File: config.mk
export PLATFORM = sky130hd
export DESIGN_NAME = mux_rr_arbiter_flat
export DESIGN_NICKNAME = d
export VERILOG_FILES = /design/src/rtl/mux_rr_arbiter_pkg.sv /design/src/rtl/mux_rr_arbiter_if.sv /design/src/rtl/mux_rr_arbiter_rr_pick.sv /design/src/rtl/mux_rr_arbiter.sv /design/src/flat_wrapper.sv
export SDC_FILE = /design/constraint.sdc
export NUM_CORES = 1
export LEC_CHECK = 0
export CORE_UTILIZATION = 40
export CTS_BUF_LIST = sky130_fd_sc_hd__clkbuf_4
export DETAILED_ROUTE_END_ITERATION = 7
export GPL_TIMING_DRIVEN = 0
export HOLD_SLACK_MARGIN = 0.15
export MAX_ROUTING_LAYER = met4
export PLACE_DENSITY = 0.79
export SLEW_MARGIN = 0
export SYNTH_ARGS = -nofsm -noshare
export SYNTH_HDL_FRONTEND = slang
export SYNTH_SLANG_ARGS = --single-unit
File: constraint.sdc
create_clock -name clk -period 2.8 [get_ports clk]
set_input_delay 0.28 -clock clk [delete_from_list [all_inputs] [get_ports clk]]
set_output_delay 0.28 -clock clk [all_outputs]
set_load 0.03 [all_outputs]
File: src/rtl/mux_rr_arbiter_pkg.sv
// ============================================================================
// Module      : mux_arb_pkg
// Description : Shared constants and FSM state type for the round-robin mux
//               arbiter.
// Revision    : 1.0 - initial release
// ============================================================================
`default_nettype none

package mux_arb_pkg;

    localparam int NUM_REQ = 4;
    localparam int SEL_W   = 2;

    typedef enum logic [0:0] {
        IDLE  = 1'b0,
        GRANT = 1'b1
    } arb_state_t;

endpackage

`default_nettype wire

File: src/rtl/mux_rr_arbiter_if.sv
// ============================================================================
// Module      : mux_rr_arbiter_if
// Description : Requester / output-port bundle of the round-robin mux arbiter.
// Revision    : 1.0 - initial release
// ============================================================================
`default_nettype none

interface mux_rr_arbiter_if #(
    parameter int WIDTH = 4
);
    import mux_arb_pkg::*;

    logic [NUM_REQ-1:0] req;
    logic [WIDTH-1:0]   in0;
    logic [WIDTH-1:0]   in1;
    logic [WIDTH-1:0]   in2;
    logic [WIDTH-1:0]   in3;
    logic               out_ready;
    logic [NUM_REQ-1:0] grant;
    logic [SEL_W-1:0]   sel;
    logic [WIDTH-1:0]   out;
    logic               out_valid;

    // master: requesters plus downstream consumer; slave: the arbiter
    modport master (
        output req, in0, in1, in2, in3, out_ready,
        input  grant, sel, out, out_valid
    );

    modport slave (
        input  req, in0, in1, in2, in3, out_ready,
        output grant, sel, out, out_valid
    );

endinterface

`default_nettype wire

File: src/rtl/mux_rr_arbiter_rr_pick.sv
// ============================================================================
// Module      : rr_pick
// Description : Combinational round-robin picker: first set request searching
//               upward from last+1 with wrap.
// Revision    : 1.0 - initial release
// ============================================================================
`default_nettype none

module rr_pick
    import mux_arb_pkg::*;
(
    input  logic [NUM_REQ-1:0] req,
    input  logic [SEL_W-1:0]   last,
    output logic               any,
    output logic [SEL_W-1:0]   idx,
    output logic [NUM_REQ-1:0] onehot
);

    logic [SEL_W-1:0] w_cand;

    // Scan from lowest priority (last) to highest (last+1) so the final hit wins.
    always_comb begin
        any    = |req;
        idx    = '0;
        onehot = '0;
        w_cand = '0;
        for (int k = NUM_REQ; k >= 1; k--) begin
            w_cand = last + SEL_W'(k);
            if (req[w_cand]) begin
                idx = w_cand;
            end
        end
        if (any) begin
            onehot[idx] = 1'b1;
        end
    end

endmodule

`default_nettype wire

File: src/rtl/mux_rr_arbiter.sv
// ============================================================================
// Module      : mux_rr_arbiter
// Description : Round-robin arbiter owning the select of a shared 4:1 data mux
//               with a valid/ready output. Optional MUX_ARB_TIMEOUT_EN adds a
//               per-grant transfer limit (HOLD_MAX) while others wait.
// Revision    : 1.0 - initial release
// ============================================================================
`default_nettype none

module mux_rr_arbiter
    import mux_arb_pkg::*;
#(
    parameter int WIDTH    = 4,
    parameter int HOLD_MAX = 8
) (
    input  logic             clk,
    input  logic             rst,
    mux_rr_arbiter_if.slave  bus
);

    arb_state_t          r_state;
    logic [SEL_W-1:0]    r_last;
    logic [SEL_W-1:0]    r_sel;
    logic [NUM_REQ-1:0]  r_grant;
    logic                r_valid;

    logic                w_any;
    logic [SEL_W-1:0]    w_idx;
    logic [NUM_REQ-1:0]  w_onehot;
    logic                w_preempt;
    logic                w_release;
    logic [WIDTH-1:0]    w_data;

    rr_pick u_rr_pick (
        .req    (bus.req),
        .last   (r_last),
        .any    (w_any),
        .idx    (w_idx),
        .onehot (w_onehot)
    );

`ifdef MUX_ARB_TIMEOUT_EN
    localparam int CNT_W = $clog2(HOLD_MAX + 1);
    localparam logic [CNT_W-1:0] c_hold_max = CNT_W'(HOLD_MAX);

    logic             w_transfer;
    logic [CNT_W-1:0] r_hold_cnt;
    logic [CNT_W-1:0] w_hold_next;

    assign w_transfer = r_valid & bus.out_ready;

    // Counter saturates at HOLD_MAX so a lone requester keeps its grant.
    always_comb begin
        w_hold_next = r_hold_cnt;
        if (w_transfer && (r_hold_cnt != c_hold_max)) begin
            w_hold_next = r_hold_cnt + CNT_W'(1);
        end
        w_preempt = w_transfer && (w_hold_next == c_hold_max) &&
                    (|(bus.req & ~r_grant));
    end

    always_ff @(posedge clk or posedge rst) begin
        if (rst) begin
            r_hold_cnt <= '0;
        end else if (r_state == IDLE) begin
            r_hold_cnt <= '0;
        end else begin
            r_hold_cnt <= w_hold_next;
        end
    end
`else
    assign w_preempt = 1'b0;
`endif

    assign w_release = ~bus.req[r_sel] | w_preempt;

    always_ff @(posedge clk or posedge rst) begin
        if (rst) begin
            r_state <= IDLE;
            r_last  <= SEL_W'(NUM_REQ - 1);
            r_sel   <= '0;
            r_grant <= '0;
            r_valid <= 1'b0;
        end else begin
            case (r_state)
                IDLE: begin
                    if (w_any) begin
                        r_grant <= w_onehot;
                        r_sel   <= w_idx;
                        r_last  <= w_idx;
                        r_valid <= 1'b1;
                        r_state <= GRANT;
                    end
                end
                GRANT: begin
                    if (w_release) begin
                        r_grant <= '0;
                        r_valid <= 1'b0;
                        r_state <= IDLE;
                    end
                end
                default: begin
                    r_grant <= '0;
                    r_valid <= 1'b0;
                    r_state <= IDLE;
                end
            endcase
        end
    end

    always_comb begin
        w_data = '0;
        case (r_sel)
            2'd0:    w_data = bus.in0;
            2'd1:    w_data = bus.in1;
            2'd2:    w_data = bus.in2;
            default: w_data = bus.in3;
        endcase
    end

    assign bus.grant     = r_grant;
    assign bus.sel       = r_sel;
    assign bus.out_valid = r_valid;
    assign bus.out       = r_valid ? w_data : '0;

endmodule

`default_nettype wire
File: src/flat_wrapper.sv
// flat-port wrapper written by rule: the top's interface ports become plain ports
module mux_rr_arbiter_flat import mux_arb_pkg::*;
#(
    parameter int WIDTH    = 4,
    parameter int HOLD_MAX = 8
)
  (clk, rst, bus_req, bus_in0, bus_in1, bus_in2, bus_in3, bus_out_ready, bus_grant, bus_sel, bus_out, bus_out_valid);
  mux_rr_arbiter_if #(.WIDTH(WIDTH)) bus_i ();
  input  logic clk;
  input  logic rst;
  input wire logic [$bits(bus_i.req)-1:0] bus_req;
  input wire logic [$bits(bus_i.in0)-1:0] bus_in0;
  input wire logic [$bits(bus_i.in1)-1:0] bus_in1;
  input wire logic [$bits(bus_i.in2)-1:0] bus_in2;
  input wire logic [$bits(bus_i.in3)-1:0] bus_in3;
  input wire logic [$bits(bus_i.out_ready)-1:0] bus_out_ready;
  output wire logic [$bits(bus_i.grant)-1:0] bus_grant;
  output wire logic [$bits(bus_i.sel)-1:0] bus_sel;
  output wire logic [$bits(bus_i.out)-1:0] bus_out;
  output wire logic [$bits(bus_i.out_valid)-1:0] bus_out_valid;
  assign bus_i.req = bus_req;
  assign bus_i.in0 = bus_in0;
  assign bus_i.in1 = bus_in1;
  assign bus_i.in2 = bus_in2;
  assign bus_i.in3 = bus_in3;
  assign bus_i.out_ready = bus_out_ready;
  assign bus_grant = bus_i.grant;
  assign bus_sel = bus_i.sel;
  assign bus_out = bus_i.out;
  assign bus_out_valid = bus_i.out_valid;
  mux_rr_arbiter #(.WIDTH(WIDTH), .HOLD_MAX(HOLD_MAX)) u_core (.clk(clk), .rst(rst), .bus(bus_i));
endmodule
==> impl_metrics.env, run 1 <==
export IMPL_ctsLongestPathBuffers=2
export IMPL_sw_frac_of_total_pct=42.7
export IMPL_critPathMaxStageDelay_ns=0.59
export IMPL_synth_warnings=0
export IMPL_drt_total_wl_mm=1.51
export IMPL_grt_busiest_layer="met2"
export IMPL_reg2reg_depth=4
export IMPL_cp_max_fo=6
export IMPL_ioPinCount=34
export IMPL_setup_slack_ns=0.466
export IMPL_outcome="finished, final reports clean"
export IMPL_drv_cap=0
export IMPL_synth_nets=76
export IMPL_dp_slack_ns=0.592
export IMPL_clockPowerShare_pct=8.9
export IMPL_die_area_um2=1740
export IMPL_period_needed_ns=2.33
export IMPL_grt_first_pass_wirelength_mm=2.50
export IMPL_power_density_nw_per_um2=1090
export IMPL_drc_errors=0
export IMPL_drtIter0Drc=16
export IMPL_grt_start_max_net_pins=11
export IMPL_grt_antenna_before_repair=0
export IMPL_seqPwrFrac_pct=27.9
export IMPL_power_uw=1080
export IMPL_cts_setup_buffers=0
export IMPL_start_util_pct=45.5
export IMPL_finalHoldWorstSlack_ns=0.288
export IMPL_clock_sinks=10
export IMPL_cts_hold_buf=0
export IMPL_leakagePower_uw=0.000422
export IMPL_p_comb_share_pct=63.1
export IMPL_layout_drive_gt1_share_pct=11.2
export IMPL_critPathCaptureType="output port"
export IMPL_worstPathRequired_ns=2.52
export IMPL_fin_crit_sh_pct=83.4
export IMPL_critical_path_arrival_ns=2.05
export IMPL_cts_root_buf="clkbuf_4"
export IMPL_die_w_um=41.7
export IMPL_dpl_cell_area_um2=968
export IMPL_grt_pass1_vias=568
export IMPL_vias_per_cell=5.69
export IMPL_drtAntennaViolNets=0
export IMPL_final_common_cell="clkdlybuf4s50_1"
export IMPL_core_area_um2=1380
export IMPL_seq_area_frac_synth_pct=40.2
export IMPL_overflow=0
export IMPL_power_switching_uw=462
export IMPL_fin_worst_skew_ns=0.00212
export IMPL_io_buffers=32
export IMPL_vias=592
export IMPL_first_pass_iters=4
export IMPL_maxSlewHeadroom_pct=63.6
export IMPL_cts_tree="done"
export IMPL_grtUsageMet3_pct=2.17
export IMPL_place_hpwl_mm=1.22
export IMPL_final_cell_mix="32 x clkdlybuf4s50_1, 8 x dfrtp_1, 6 x nor2_1"
export IMPL_cp_cell_sequence="buf_6, mux4_1, and2_1, clkdlybuf4s50_1"
export IMPL_final_nets=113
export IMPL_n_fill_cell=94
export IMPL_drv_slew=0
export IMPL_internal_power_uw=621
export IMPL_cpMaxStageDelayCell="clkdlybuf4s50_1"
export IMPL_hold_class="in2async"
export IMPL_worst_pin_slew_ns=0.542
export IMPL_synth_distinct_cells=22
export IMPL_finalHoldViolCount=0
export IMPL_rsz0062_at_grt="false"
export IMPL_cts_inserted_buffers=3
export IMPL_die_y_um=41.7
export IMPL_grt_use_met1_pct=25.4
export IMPL_fin_setup_tns_ns=0
export IMPL_clk_pin_slew_ns=0.06
export IMPL_rows=13
export IMPL_antennaDiodeCount=0
export IMPL_met2_usage_pct=28.7
export IMPL_gp_congestion=0.768
export IMPL_startpoint_type="register"
export IMPL_ys_ff_latch=10
export IMPL_cts_max_level=1
export IMPL_fin_area_um2=995
export IMPL_synth_avg_cell_area_um2=11.9
export IMPL_routedWlPerCell_um=14.5
export IMPL_netlist_area_um2=629
export IMPL_cts_resized=0
export IMPL_track_usage_pct=19.3
export IMPL_setup_viol=0
export IMPL_timing_fmax_mhz=428
export IMPL_synthCells=53
export IMPL_path_class="reg2out"
export IMPL_area_growth_pct=58.1
export IMPL_clkLatencyLatePin_ns=0.25
export IMPL_vdd_drop_max_v=0.000711
## final timing paths
kind	end	slack, ns	start
max in group asynchronous	u_core.r_last[1]$_DFFE_PP1P_	2.20	rst
min in group clk	u_core.r_last[0]$_DFFE_PP1P_	0.52	u_core.r_last[0]$_DFFE_PP1P_
worst max register to register	u_core.bus.grant[1]$_DFFE_PP0P_	1.22	u_core.bus.sel[0]$_DFFE_PP0P_
worst min register to register	u_core.r_last[0]$_DFFE_PP1P_	0.52	u_core.r_last[0]$_DFFE_PP1P_
worst max-delay path	bus_out[0]	0.47	u_core.bus.sel[0]$_DFFE_PP0P_
worst min-delay path	u_core.bus.sel[1]$_DFFE_PP0P_	0.29	rst
## power groups by stage
stage / sequential (µW) / clock [µW] / combinational (µW)
finish: 302 / 96.6 / 684
global route: 312 / 108 / 720
CTS: 302 / 99.7 / 689
detailed placement: 304 / 0 / 685
global placement: 301 / 0 / 678
floorplan: 384 / 0 / 356
## cells by family (layout without fill, tap and decap cells)
family,Yosys count,after routing,share of synthesized area [%]
buf+inv,3,39,2.98
compound gates,16,16,19.1
simple gates,19,19,18.1
flops,10,10,40.2
mux,5,5,19.7
## Yosys cell counts
master	instances	area share, %
dfrtp_1	8	32
nor2_1	6	3.6
a21oi_1	4	3.2
a32o_1	4	6.4
and2_1	4	4.0
a21o_1	3	3.6
mux4_1	3	13
nand2b_1	3	3.0
dfstp_2	2	8.3
inv_1	2	1.2
mux4_2	2	7.2
nand2_1	2	1.2
a211o_1	1	1.4
a211oi_1	1	1.2
and3b_1	1	1.4
buf_6	1	1.8
nand2b_4	1	2.2
nor3_1	1	0.79
nor4_2	1	2.0
o21a_1	1	1.2
o21ai_0	1	0.79
o31a_1	1	1.4
## metrics by stage
| step | cells | utilization [%] |
|---|---|---|
| final | 104 | 71.9 |
| after global placement | 100 | 70.0 |
| after global routing | 104 | 71.9 |
| after floorplan | 53 | - |
| after CTS | 104 | 71.9 |
| after detailed placement | 100 | 70.0 |
## critical path: cells and delay by family, from the launching register on
| kind | cells | cell delay (ns) |
|---|---|---|
| DFF | 1 | 0.36 |
| muxes | 1 | 0.53 |
| and+or+nand+nor | 1 | 0.17 |
| buffers and inverters | 2 | 0.73 |
## final cells by class
type                            count  area (µm²)  area share, %
Multi-Input combinational cell     40         358           36.0
Timing Repair Buffer               32         320           32.2
Sequential cell                    10         253           25.4
Clock buffer                        3        22.5           2.26
Tap cell                           15        18.8           1.89
Buffer                              1        11.3           1.13
Inverter                            2        7.51          0.755
Clock inverter                      1        3.75          0.377
## metal layers
layer	up-vias	share of wire (%)
li1	283	-
met2	15	46
met5	-	0
met1	290	48
met3	4	3.8
met4	0	1.9
## registers in the layout, indices dropped and copies added (netlist names)
register              flops
u_core.r_state            1
u_core.r_last             2
u_core.bus.out_valid      1
u_core.bus.grant          4
u_core.bus.sel            2
Note: power is estimated with default switching activity, not from simulation.
==> run 2, diff against run 1 <==
Settings changed: CORE_UTILIZATION 40 to 39, PLACE_DENSITY 0.79 to 0.77.
Clock period 2.8 ns to 2.2 ns, I/O delays scaled along.
==> run 2 against run 1 <==
Non-clock buffer count stayed put. Final area down 0.75%. Critical path type unchanged. Total power rose by 24%. Critical endpoint is now bus_out[1]. Core utilization shrank 6.4 points. Routed wire length increased by 4.8%.
==> impl_metrics.env, run 2 (synthesis gave the netlist of run 1 again) <==
export IMPL_outcome="finished, final reports clean"
export IMPL_final_nets=113
export IMPL_grt_antenna_before_repair=0
export IMPL_cts_root_buf="clkbuf_4"
export IMPL_track_usage_pct=21.2
export IMPL_antennaDiodeCount=0
export IMPL_n_fill_cell=128
export IMPL_worstPathRequired_ns=1.98
export IMPL_timing_fmax_mhz=484
export IMPL_final_common_cell="clkdlybuf4s50_1"
export IMPL_largest_reg_flops=4
export IMPL_fin_crit_sh_pct=93.9
export IMPL_critPathMaxStageDelay_ns=0.56
export IMPL_fin_worst_skew_ns=0.000554
export IMPL_path_class="reg2out"
export IMPL_overflow=0
export IMPL_rsz0062_at_grt="false"
export IMPL_cp_cell_sequence="buf_6, mux4_1, and2_1, dlygate4sd2_1"
export IMPL_grt_start_max_net_pins=11
export IMPL_cts_setup_buffers=0
export IMPL_die_y_um=42.2
export IMPL_maxSlewHeadroom_pct=58.2
export IMPL_startpoint_type="register"
export IMPL_io_buffers=32
export IMPL_clk_pin_slew_ns=0.06
export IMPL_multiInputGateArea_um2=358
export IMPL_die_w_um=42.2
export IMPL_critPathCaptureType="output port"
export IMPL_ctsLongestPathBuffers=2
export IMPL_hold_class="in2async"
export IMPL_finalHoldViolCount=0
export IMPL_gp_congestion=0.756
export IMPL_cp_max_fo=6
export IMPL_vias_per_cell=5.51
export IMPL_power_density_nw_per_um2=1360
export IMPL_first_pass_iters=5
export IMPL_cpMaxStageDelayCell="mux4_1"
export IMPL_leakagePower_uw=0.000432
export IMPL_drc_errors=0
export IMPL_critical_path_arrival_ns=1.85
export IMPL_vias=573
export IMPL_drt_total_wl_mm=1.58
export IMPL_ioPinCount=34
export IMPL_routedWlPerCell_um=15.2
export IMPL_core_area_um2=1510
export IMPL_final_seq_area_um2=253
export IMPL_cts_inserted_buffers=3
export IMPL_power_uw=1340
export IMPL_die_area_um2=1780
export IMPL_drv_cap=0
export IMPL_clkLatencyLatePin_ns=0.25
export IMPL_place_hpwl_mm=1.30
export IMPL_clock_sinks=10
export IMPL_drtIter0Drc=10
export IMPL_grt_pass1_vias=563
export IMPL_layout_drive_gt1_share_pct=11.4
export IMPL_cts_tree="done"
export IMPL_vdd_drop_max_v=0.000863
export IMPL_drtAntennaViolNets=0
export IMPL_cts_max_level=1
export IMPL_fin_setup_tns_ns=0
export IMPL_area_growth_pct=56.9
export IMPL_period_needed_ns=2.07
export IMPL_grt_first_pass_wirelength_mm=2.64
export IMPL_setup_viol=0
export IMPL_start_util_pct=41.8
export IMPL_worst_pin_slew_ns=0.623
export IMPL_final_cell_mix="28 x clkdlybuf4s50_1, 8 x dfrtp_1, 6 x nor2_1"
export IMPL_drv_slew=0
export IMPL_rows=14
## run 2: power by group
group          internal, µW  switching, µW
clock network          62.6           52.4
logic                   409            435
registers               289           96.4
total                   760            584
## run 2: per-stage QoR
stage	hold slack (ns)	worst slack (ns)	utilization, %	instances	area, µm²
5_1_grt	0.284	0.0532	65.5	104	987
3_5_place_dp	0.511	0.0802	64.4	101	970
6_report	0.234	0.135	65.5	104	987
4_1_cts	0.232	0.106	65.5	104	987
2_1_floorplan	0.0587	0.505	-	53	629
3_3_place_gp	0.499	0.146	64.4	101	970
## run 2: routing by layer
layer  vias up  share of wire (%)  track usage, %
met3         2                9.1            7.76
met5         -                  0               -
met2        31                 46            31.4
met4         0               0.89            7.50
li1        278                  -               -
met1       262                 44            26.8
## run 2: area by class of cell
class | count | area share (%)
Tap cell | 16 | 2.03
Buffer | 1 | 1.14
Sequential cell | 10 | 25.6
Multi-Input combinational cell | 40 | 36.2
Timing Repair Buffer | 32 | 31.9
Clock buffer | 3 | 2.28
Inverter | 2 | 0.760
## run 2: worst paths after layout
| kind | from | to | slack, ns | depth (start not counted) |
|---|---|---|---|---|
| worst max-delay path | u_core.bus.sel[0]$_DFFE_PP0P_ | bus_out[1] | 0.13 | 4 |
| worst min register to register | u_core.r_last[0]$_DFFE_PP1P_ | u_core.r_last[0]$_DFFE_PP1P_ | 0.52 | 2 |
| worst max register to register | u_core.r_last[0]$_DFFE_PP1P_ | u_core.bus.sel[0]$_DFFE_PP0P_ | 0.59 | 4 |
| min in group clk | u_core.r_last[0]$_DFFE_PP1P_ | u_core.r_last[0]$_DFFE_PP1P_ | 0.52 | 2 |
| worst min-delay path | rst | u_core.bus.grant[2]$_DFFE_PP0P_ | 0.23 | 2 |
| max in group asynchronous | rst | u_core.r_last[0]$_DFFE_PP1P_ | 1.66 | 2 |
## run 2: repair_timing
| action | CTS | global route |
|---|---|---|
| gates resized for setup | 4 | 0 |
| setup endpoints to repair | 4 | 0 |
| hold buffers | 0 | 0 |
| endpoints found under the hold margin | 0 | 0 |
## run 2: critical path: cells and delay by family, from the launching register on
kind	cells	cell delay [ns]
buffers and inverters	2	0.49
flip-flops	1	0.36
multiplexers	1	0.56
AND/OR/NAND/NOR	1	0.18
==> run 3, diff against run 2 <==
Settings changed: CORE_MARGIN set to 3.
==> run 3 against run 2 <==
Combinational power is 0.5% higher. Critical path depth stayed put. Routed wire length is 8.3% higher. Die area is 20% higher. Sequential cell count stayed put. Global-route usage is 3.1 points lower. Clock power is 3% higher. Sequential power is 1% higher. Hold slack better by 0.0046 ns. Critical endpoint is now bus_out[0]. Highest routed layer unchanged.
==> impl_metrics.env, run 3 (synthesis gave the netlist of run 1 again) <==
export IMPL_antennaDiodeCount=0
export IMPL_dp_slack_ns=0.0908
export IMPL_hold_class="in2async"
export IMPL_worstPathRequired_ns=1.98
export IMPL_start_util_pct=45.0
export IMPL_grt_antenna_before_repair=0
export IMPL_critPathCaptureType="output port"
export IMPL_drtIter0Drc=16
export IMPL_dp_cells=100
export IMPL_setup_viol=0
export IMPL_ioPinCount=34
export IMPL_cp_max_fo=6
export IMPL_finalHoldWorstSlack_ns=0.238
export IMPL_grt_first_pass_wirelength_mm=2.66
export IMPL_setup_slack_ns=0.143
export IMPL_maxSlewHeadroom_pct=59.9
export IMPL_cts_inserted_buffers=3
export IMPL_rows=13
export IMPL_largest_reg_flops=4
export IMPL_fin_crit_sh_pct=93.5
export IMPL_cts_max_level=1
export IMPL_routedWlPerCell_um=16.6
export IMPL_n_fill_cell=126
export IMPL_vdd_drop_max_v=0.000878
export IMPL_area_growth_pct=56.7
export IMPL_grt_start_max_net_pins=11
export IMPL_rsz0062_at_grt="false"
export IMPL_power_density_nw_per_um2=1380
export IMPL_clock_sinks=10
export IMPL_outcome="finished, final reports clean"
export IMPL_final_common_cell="clkdlybuf4s50_1"
export IMPL_fin_worst_skew_ns=0.00123
export IMPL_path_class="reg2out"
export IMPL_clk_pin_slew_ns=0.06
export IMPL_fin_area_um2=986
export IMPL_overflow=0
export IMPL_cts_setup_buffers=0
export IMPL_leakagePower_uw=0.000432
export IMPL_die_area_um2=2130
export IMPL_drc_errors=0
export IMPL_die_y_um=46.2
export IMPL_critical_path_arrival_ns=1.84
export IMPL_drtAntennaViolNets=0
export IMPL_cts_root_buf="clkbuf_4"
export IMPL_clkLatencyLatePin_ns=0.25
export IMPL_fin_cells=103
export IMPL_core_area_um2=1400
export IMPL_drv_cap=0
export IMPL_vias=587
export IMPL_fin_setup_tns_ns=0
export IMPL_final_cell_mix="28 x clkdlybuf4s50_1, 8 x dfrtp_1, 6 x nor2_1"
export IMPL_die_w_um=46.2
export IMPL_timing_fmax_mhz=486
export IMPL_drv_slew=0
export IMPL_track_usage_pct=18.0
export IMPL_gp_congestion=0.800
export IMPL_period_needed_ns=2.06
export IMPL_dpl_cell_area_um2=968
export IMPL_cts_tree="done"
export IMPL_layout_drive_gt1_share_pct=11.4
export IMPL_finalHoldViolCount=0
export IMPL_io_buffers=32
export IMPL_final_nets=113
export IMPL_first_pass_iters=4
export IMPL_startpoint_type="register"
export IMPL_drt_total_wl_mm=1.71
export IMPL_worst_pin_slew_ns=0.598
export IMPL_ctsLongestPathBuffers=2
export IMPL_vias_per_cell=5.70
export IMPL_grt_pass1_vias=570
run 3: final timing paths:
kind / startpoint / end / slack, ns / depth (start not counted)
worst min-delay path: rst / u_core.bus.grant[2]$_DFFE_PP0P_ / 0.24 / 2
worst max register to register: u_core.r_last[0]$_DFFE_PP1P_ / u_core.bus.sel[0]$_DFFE_PP0P_ / 0.59 / 4
worst max-delay path: u_core.bus.sel[0]$_DFFE_PP0P_ / bus_out[0] / 0.14 / 4
max in group asynchronous: rst / u_core.r_last[1]$_DFFE_PP1P_ / 1.65 / 2
worst min register to register: u_core.bus.grant[3]$_DFFE_PP0P_ / u_core.bus.grant[3]$_DFFE_PP0P_ / 0.54 / 1
min in group clk: u_core.bus.grant[3]$_DFFE_PP0P_ / u_core.bus.grant[3]$_DFFE_PP0P_ / 0.54 / 1
run 3: layout make-up:
class	instances	area, µm²	share of cell area (%)
multi-input combinational	40	358	36.3
tap	15	18.8	1.90
sequential	10	253	25.6
inverter	2	7.51	0.761
buffer	1	11.3	1.14
timing repair buffer	32	315	32.0
clock buffer	3	22.5	2.28
run 3: power breakdown:
part           total [µW]  switching [µW]  internal [µW]  leakage, µW
Sequential            389             100            289     0.000120
Combinational         848             440            408     0.000298
Clock                 119            55.7           62.9    0.0000138
run 3: what timing repair did:
item	4_1_cts	5_1_grt
resized for setup	4	0
hold buffers	0	0
setup endpoints to repair	4	0
run 3: through the flow:
| step | utilization (%) | power (µW) |
|---|---|---|
| final | 70.5 | 1360 |
| after detailed placement | 69.2 | 1270 |
| after CTS | 70.5 | 1360 |
| after global placement | 69.2 | 1250 |
| after floorplan | - | 942 |
| after global routing | 70.5 | 1440 |
run 3: layer usage:
metal | GRT usage (%) | vias to the layer above | routed length, µm
met1 | 22.5 | 286 | 691
met3 | 1.56 | 2 | 119
met2 | 30.8 | 22 | 889
met5 | - | - | 0
met4 | 5.11 | 0 | 10
li1 | - | 277 | -
run 3: critical path, stage by stage, from the launching register on:
cell	delay, ns
dfrtp_1	0.37
buf_6	0.14
mux4_1	0.55
and2_1	0.17
dlygate4sd2_1	0.35
